--- config.mk ---
export PLATFORM = sky130hd
export DESIGN_NAME = game_sequencer
export DESIGN_NICKNAME = d
export VERILOG_FILES = /design/src/rtl/game_pkg.sv /design/src/rtl/step_timer.sv /design/src/rtl/game_sequencer.sv
export SDC_FILE = /design/constraint.sdc
export NUM_CORES = 1
export LEC_CHECK = 0
export ABC_CLOCK_PERIOD_IN_PS = 3500
export CAP_MARGIN = 20
export CORE_ASPECT_RATIO = 1.1
export CORE_MARGIN = 1.5
export CORE_UTILIZATION = 35
export DETAILED_ROUTE_END_ITERATION = 16
export PLACE_DENSITY = 0.61
export SLEW_MARGIN = 20
export SYNTH_ARGS = -nofsm -noshare
export SYNTH_HDL_FRONTEND = slang
export SYNTH_SLANG_ARGS = --single-unit
--- constraint.sdc ---
create_clock -name clk -period 3.5 [get_ports clk]
set_input_delay 1.05 -clock clk [delete_from_list [all_inputs] [get_ports clk]]
set_output_delay 1.05 -clock clk [all_outputs]
set_load 0.02 [all_outputs]
--- src/rtl/game_pkg.sv ---
// Shared types and constants for the falling-brick game sequencer.
package game_pkg;

    localparam int HEIGHT_W = 3;
    localparam int STEP_W   = 8;

    typedef enum logic [2:0] {
        S_IDLE  = 3'd0,
        S_SPAWN = 3'd1,
        S_FALL  = 3'd2,
        S_CLEAR = 3'd3,
        S_OVER  = 3'd4
    } state_t;

    localparam logic [1:0] COL_LEFT   = 2'd0;
    localparam logic [1:0] COL_CENTRE = 2'd1;
    localparam logic [1:0] COL_RIGHT  = 2'd2;

    function automatic logic [HEIGHT_W-1:0] sat_inc(input logic [HEIGHT_W-1:0] h,
                                                   input logic [HEIGHT_W-1:0] lim);
        return (h >= lim) ? h : h + HEIGHT_W'(1);
    endfunction

endpackage

--- src/rtl/step_timer.sv ---
// Frame divider: emits a one-cycle step strobe on every step_frames-th frame tick.
module step_timer
    import game_pkg::*;
(
    input  logic              clk,
    input  logic              reset,
    input  logic              frame_tick,
    input  logic [STEP_W-1:0] step_frames,
    input  logic              clear,
    output logic              step
);

    logic [STEP_W-1:0] count;

    // >= rather than == keeps the wrap safe if step_frames ever shrinks mid-count.
    always_ff @(posedge clk) begin
        if (reset || clear) begin
            count <= '0;
            step  <= 1'b0;
        end else begin
            step <= 1'b0;
            if (frame_tick) begin
                if (count >= step_frames - STEP_W'(1)) begin
                    count <= '0;
                    step  <= 1'b1;
                end else begin
                    count <= count + STEP_W'(1);
                end
            end
        end
    end

endmodule

--- src/rtl/game_sequencer.sv ---
// Game control FSM: brick spawn, column moves, stacking, row clears and speed-up.
module game_sequencer
    import game_pkg::*;
#(
    parameter int FRAMES_PER_STEP = 30,
    parameter int MIN_FRAMES      = 6,
    parameter int MAX_HEIGHT      = 5
)
(
    input  logic                clk,
    input  logic                reset,
    input  logic                start,
    input  logic                frame_tick,
    input  logic                btn_left,
    input  logic                btn_right,
    input  logic                land_left,
    input  logic                land_centre,
    input  logic                land_right,
    input  logic                perdu,
    output logic                pulse,
    output logic [1:0]          col,
    output logic [HEIGHT_W-1:0] height_left,
    output logic [HEIGHT_W-1:0] height_centre,
    output logic [HEIGHT_W-1:0] height_right,
    output logic [7:0]          score,
    output logic                game_over,
    output logic [2:0]          state
);

    localparam logic [HEIGHT_W-1:0] HMAX      = HEIGHT_W'(MAX_HEIGHT);
    localparam logic [STEP_W-1:0]   STEP_INIT = STEP_W'(FRAMES_PER_STEP);
    localparam logic [STEP_W-1:0]   STEP_MIN  = STEP_W'(MIN_FRAMES);

    state_t            cur;
    logic [STEP_W-1:0] step_frames;
    logic [1:0]        clear_cnt;
    logic              any_land, multi_land, at_max, all_filled, fall_hold;
    logic [1:0]        land_col;

    // With several landings at once the current column decides which stack grows.
    always_comb begin
        any_land   = land_left | land_centre | land_right;
        multi_land = (land_left & land_centre) | (land_left & land_right) |
                     (land_centre & land_right);
        land_col   = col;
        if (!multi_land) begin
            if (land_left)        land_col = COL_LEFT;
            else if (land_centre) land_col = COL_CENTRE;
            else if (land_right)  land_col = COL_RIGHT;
        end
        at_max     = (height_left == HMAX) || (height_centre == HMAX) || (height_right == HMAX);
        all_filled = (height_left != '0) && (height_centre != '0) && (height_right != '0);
        fall_hold  = (cur == S_FALL) && !perdu && !at_max && !any_land;
    end

    step_timer u_step_timer (
        .clk         (clk),
        .reset       (reset),
        .frame_tick  (frame_tick & fall_hold),
        .step_frames (step_frames),
        .clear       (cur == S_SPAWN),
        .step        (pulse)
    );

    assign state = cur;

    always_ff @(posedge clk) begin
        if (reset) begin
            cur           <= S_IDLE;
            col           <= COL_CENTRE;
            height_left   <= '0;
            height_centre <= '0;
            height_right  <= '0;
            score         <= '0;
            game_over     <= 1'b0;
            step_frames   <= STEP_INIT;
            clear_cnt     <= '0;
        end else begin
            case (cur)
                S_IDLE, S_OVER: begin
                    if (start) begin
                        cur           <= S_SPAWN;
                        height_left   <= '0;
                        height_centre <= '0;
                        height_right  <= '0;
                        score         <= '0;
                        game_over     <= 1'b0;
                        step_frames   <= STEP_INIT;
                        clear_cnt     <= '0;
                    end
                end
                S_SPAWN: begin
                    col <= COL_CENTRE;
                    cur <= S_FALL;
                end
                S_FALL: begin
                    if (perdu || at_max) begin
                        cur       <= S_OVER;
                        game_over <= 1'b1;
                    end else if (any_land) begin
                        case (land_col)
                            COL_LEFT:   height_left   <= sat_inc(height_left, HMAX);
                            COL_CENTRE: height_centre <= sat_inc(height_centre, HMAX);
                            COL_RIGHT:  height_right  <= sat_inc(height_right, HMAX);
                            default:    ;
                        endcase
                        cur <= S_CLEAR;
                    end else if (btn_left && !btn_right && col != COL_LEFT) begin
                        col <= col - 2'd1;
                    end else if (btn_right && !btn_left && col != COL_RIGHT) begin
                        col <= col + 2'd1;
                    end
                end
                S_CLEAR: begin
                    cur <= S_SPAWN;
                    if (all_filled) begin
                        height_left   <= height_left - HEIGHT_W'(1);
                        height_centre <= height_centre - HEIGHT_W'(1);
                        height_right  <= height_right - HEIGHT_W'(1);
                        score         <= (score == 8'hFF) ? score : score + 8'd1;
                        clear_cnt     <= clear_cnt + 2'd1;
                        if (clear_cnt == 2'd3)
                            step_frames <= (step_frames < STEP_MIN + STEP_W'(4)) ?
                                           STEP_MIN : step_frames - STEP_W'(4);
                    end
                end
                default: cur <= S_IDLE;
            endcase
        end
    end

endmodule

**Word-level counts from Yosys, hierarchy flattened**

Index checks and enable logic that the tools add are counted.
W data, S select, Z words.

- Add/sub/neg operators: 13
- Magnitude comparators: 5
- Equal/unequal tests: 28
- Mux-type cells: 49
- Bitwise operators: 9
- Reduce and logical (&&, ||, !) cells: 39

Operator list:

| operator | count |
|---|---|
| $mux W8 | 8 |
| $mux W3 | 19 |
| $pmux W8 S2 | 2 |
| $pmux W3 S3 | 3 |
| $ne A2 B2 Y1 const B | 11 |
| $reduce_and A7 Y1 | 3 |
| $mux W2 | 10 |
| $add A8 B1 Y8 const B | 2 |
| $eq A3 B3 Y1 const B | 4 |
| $pmux W3 S4 | 1 |
| $reduce_and A4 Y1 | 3 |
| $reduce_bool A3 Y1 | 4 |
| $add A3 B1 Y3 const B | 3 |
| $ge A3 B3 Y1 const B | 3 |
| $logic_and A1 B1 Y1 | 9 |
| $sub A3 B1 Y3 const B | 3 |
| $eq A8 B8 Y1 const B | 1 |
| $ge A8 B8 Y1 | 1 |
| $lt A8 B4 Y1 const B | 1 |
| $ne A2 B1 Y1 const B | 4 |
| $pmux W2 S2 | 2 |
| $reduce_bool A2 Y1 | 4 |
| $sub A8 B1 Y8 const B | 1 |
| $sub A8 B3 Y8 const B | 1 |
| 20 further kinds | 40 |

- Register bits: 42
- Bits of input ports: 10
- Logic and storage cells: 154

**Depth between registers and ports, before layout**

- Depth in word-level cells: 9
- Mapped depth: 12
- Gate-level depth less buffers: 11

**Cells and area by module**

From an unflattened synthesis, not the netlist that was laid out.

- Cell total of the unflattened synthesis: 310
- Area, all modules: 2646.3 um^2

By module, submodules not included:

| module | instances | cells an instance | area each (um^2) |
|---|---|---|---|
| game_sequencer | 1 | 236 | 1949.4 |
| step_timer | 1 | 74 | 696.9 |

**Worst setup path after synthesis**

No wires, ideal clock.

- Kind: input-to-reg
- Start: input reset
- End: register u_step_timer.count[4]
- Arrival time: 2.386 ns
- Data required time: 3.378 ns
- Setup slack: 0.992 ns
- Stages on the path: 7
- Buffers on the path: 2
- Cell sequence: clkbuf_1 > inv_1 > o21ai_1 > a211oi_1 > and2_1 > clkbuf_1 > a221o_1

- Longest elaborated chain between the ends: 1

RTL lines:

| element | line | source |
|---|---|---|
| start: declaration | game_sequencer.sv:11 | `input logic reset,` |
| $logic_or A1 B1 Y1 | step_timer.sv:17 | `if (reset \|\| clear) begin` |
| end signal: assignment | step_timer.sv:27 | `count <= count + STEP_W'(1);` |
| end: declaration | step_timer.sv:13 | `logic [STEP_W-1:0] count;` |

No other way between the ends.
A chain may end at the register's enable or synchronous reset.

**Final worst setup path**

- Start: register cur[0] (netlist: state[0])
- End: output state[0]

RTL lines:

| element | line | source |
|---|---|---|
| start: declaration | game_sequencer.sv:34 | `state_t cur;` |
| start signal: assignment | game_sequencer.sv:69 | `cur <= S_IDLE;` |
| start signal: assignment | game_sequencer.sv:82 | `cur <= S_SPAWN;` |
| start signal: assignment | game_sequencer.sv:94 | `cur <= S_FALL;` |
| end: declaration | game_sequencer.sv:27 | `output logic [2:0] state` |

No word-level cell between the ends.

==> results.toml <==
[status]
status = "finished with violations"
failed_checks = "DRC"

[min_path]
min_path_type = "register to register"

[drt]
routed_via_density = 5.657
drc = 1
dr.pass1.iters = 10
routed_wl_mm = 6.536
first_iter_violations = 136
drtAntennaViolNets = 0
wl_per_cell_um = 15.03
num_vias = 2461

[logic_synthesis]
ys_seq_elements = 41
ys_top_cells_by_area = "dfxtp_1 (31%), ha_1 (7.1%), nor2_1 (4.1%)"
synthTopCellsByCount = "dfxtp_1 (41), nor2_1 (29), a21oi_1 (21), nand2_1 (20), o21ai_0 (19)"
synth_warnings = 0
synth_top_family_by_area = "simple AND/OR/NAND/NOR gates"
synthAdderAreaFrac_pct = 9.424
async_flop_share_pct = 0
syn_nets = 344
synthMuxAreaShare_pct = 1.571
ys.flop_type = "dfxtp_1"
synth_top_cell_by_area = "dfxtp_1"
synth_top_area_share_pct = 31.22
synth_edf_count = 0
yosysSeqAreaShare_pct = 31.22
synth_area_um2 = 2629
synth_xor_xnor_area_share_pct = 4.664
syn_area_per_cell_um2 = 8.319
ys_types = 55
yosysMostFrequentCell = "dfxtp_1"
postSynthCellCount = 316
yosys.area_share.simple_pct = 27.99
synth_compound_area_share_pct = 21.70

[floorplanning]
die_area_um2 = 8040
io_pins = 34
start_util_pct = 36.89
die_y_um = 93.90
placementRows = 32
die_w_um = 85.63
coreArea_um2 = 7127

[timing]
skew_ps = 6.456
hold_violations = 0
slew_headroom_pct = 54.75
final.period_utilization_pct = 79.88
period_needed_ps = 2796
worstMarginPinSlew_ps = 678.7
fin_tns_setup_ps = 0
rsz0062_at_grt = "false"
fmax_mhz = 357.7
setup_viol = 0
layout_setup_ws_ps = 704.2
slew_violations = 0

[pwr]
p_leak_nw = 1.191
finalPower_mw = 1.014
ir_drop_mv = 0.2160
power_density_nw_per_um2 = 320.8

[global_routing]
globalRouteOverflowTotal = 0
antenna_found_initial = 0
grt_max_degree = 19
grt_pass1_vias = 2327
track_usage_pct = 17.24
grt_first_pass_wirelength_mm = 11.22

[critical_path]
crit_family = "buffers and inverters"
rrSetupSlack_ps = 810
cp.arrival_ps = 1750
path_buf_inv = 1
end_kind = "primary output"
path_cells = "clkdlybuf4s50_1"
crit_required_ps = 2450
crit_fanout = 13
crit_slowest_cell = "clkdlybuf4s50_1"
cp-start-kind = "register"
worstSetupPathType = "register to primary output"
critPathMaxStageDelay_ps = 740

[place]
io_buffers = 33
placed_area_um2 = 3047
dpl_worst_slack_ps = 458.5
dp_hpwl_mm = 4.820
gp_congestion = 0.8350

[finish]
fin_nets = 377
postLayoutCellArea_um2 = 3162
num_antenna_cells = 0
drive_above_1_share_pct = 6.857
syn_to_final_growth_pct = 20.28

[clock_tree]
clkTransAtPathRegs_ps = 90
ctsHoldBuffers = 0
clockBufferDepth = 2
cts_root_buf = "clkbuf_8"
cts_tree = "built"
htree_levels = 2
cts_setup_buffers = 0
clock_latency_ps = 300
cts_resized = 0
clock_sink_count = 41
cts_buffers = 5

[run]
cap_viol_max_count = 0
## sequential cells by signal (all words and copies together) (netlist names)
| name | count |
|---|---|
| u_step_timer.count | 8 |
| score | 8 |
| state | 3 |
| game_over | 1 |
| height_centre | 3 |
| height_right | 3 |
| col | 2 |
| step_frames | 7 |
| u_step_timer.step | 1 |
| clear_cnt | 2 |
| height_left | 3 |
## tightest hold or removal path: stages (launching register included)
cell and delay, ps:
dfxtp_1 350, nand2_1 60, a21oi_1 50
## cell usage in the layout, fill, tap and decap left out, types with 6 or more instances in the layout
| cell type | n |
|---|---|
| xnor2_1 | 11 |
| dfxtp_1 | 41 |
| nand3_1 | 12 |
| inv_1 | 9 |
| clkdlybuf4s50_1 | 33 |
| or3_1 | 12 |
| o311ai_0 | 6 |
| nor2b_1 | 8 |
| a221o_1 | 7 |
| nor2_1 | 29 |
| o21ai_0 | 19 |
| ha_1 | 15 |
| nand2_1 | 20 |
| a21oi_1 | 21 |
| and3_1 | 7 |
| nor3_1 | 12 |
| o31ai_1 | 6 |
## final timing paths
check / from / endpoint / cells past startpoint
worst max-delay path: state[0]$_SDFFE_PP0P_ / state[0] / 1
worst min-delay path: score[1]$_SDFFE_PP0P_ / score[1]$_SDFFE_PP0P_ / 2
worst max register to register: step_frames[3]$_SDFFE_PP1P_ / u_step_timer.count[4]$_SDFFE_PP0P_ / 12
worst min register to register: score[1]$_SDFFE_PP0P_ / score[1]$_SDFFE_PP0P_ / 2
## where the power goes
| part | total, mW | internal [mW] | switching [mW] |
|---|---|---|---|
| Combinational | 0.134 | 0.0537 | 0.0805 |
| Sequential | 0.484 | 0.471 | 0.0132 |
| Clock | 0.396 | 0.214 | 0.183 |
## cell families (layout without fill, tap and decap cells)
| logic type | count (synthesis) | count (layout) |
|---|---|---|
| XOR/XNOR | 14 | 14 |
| adder cells (fa/ha/maj) | 18 | 18 |
| flip-flops | 41 | 41 |
| multiplexers | 4 | 4 |
| buffers and inverters | 21 | 55 |
| AND/OR/NAND/NOR | 133 | 133 |
| AO/OA/AOI/OAI | 85 | 85 |
## layout make-up
| type | instances | area (um^2) |
|---|---|---|
| Fill cell | 745 | 3965 |
| Sequential cell | 41 | 820.8 |
| Clock buffer | 5 | 68.82 |
| Tap cell | 85 | 106.4 |
| Multi-Input combinational cell | 254 | 1718 |
| Timing Repair Buffer | 38 | 367.9 |
| Inverter | 9 | 33.78 |
| Clock inverter | 3 | 46.29 |
## routing by layer
layer | track usage [%] | share of wire, %
met5 | 0 | 0
met3 | 3.954 | 4.7
met4 | 4.167 | 0.96
met2 | 29.27 | 49
met1 | 22.11 | 45
## metrics by stage
| stage | hold slack, ps | std cells | utilization, % |
|---|---|---|---|
| 6_report | 500.4 | 435 | 44.36 |
| 5_1_grt | 528.9 | 435 | 44.36 |
| 2_1_floorplan | 464.6 | 316 | - |
| 3_5_place_dp | 493.0 | 427 | 42.75 |
| 3_3_place_gp | 483.1 | 427 | 42.75 |
| 4_1_cts | 508.7 | 435 | 44.36 |
Power figures use the tool's default switching activity.
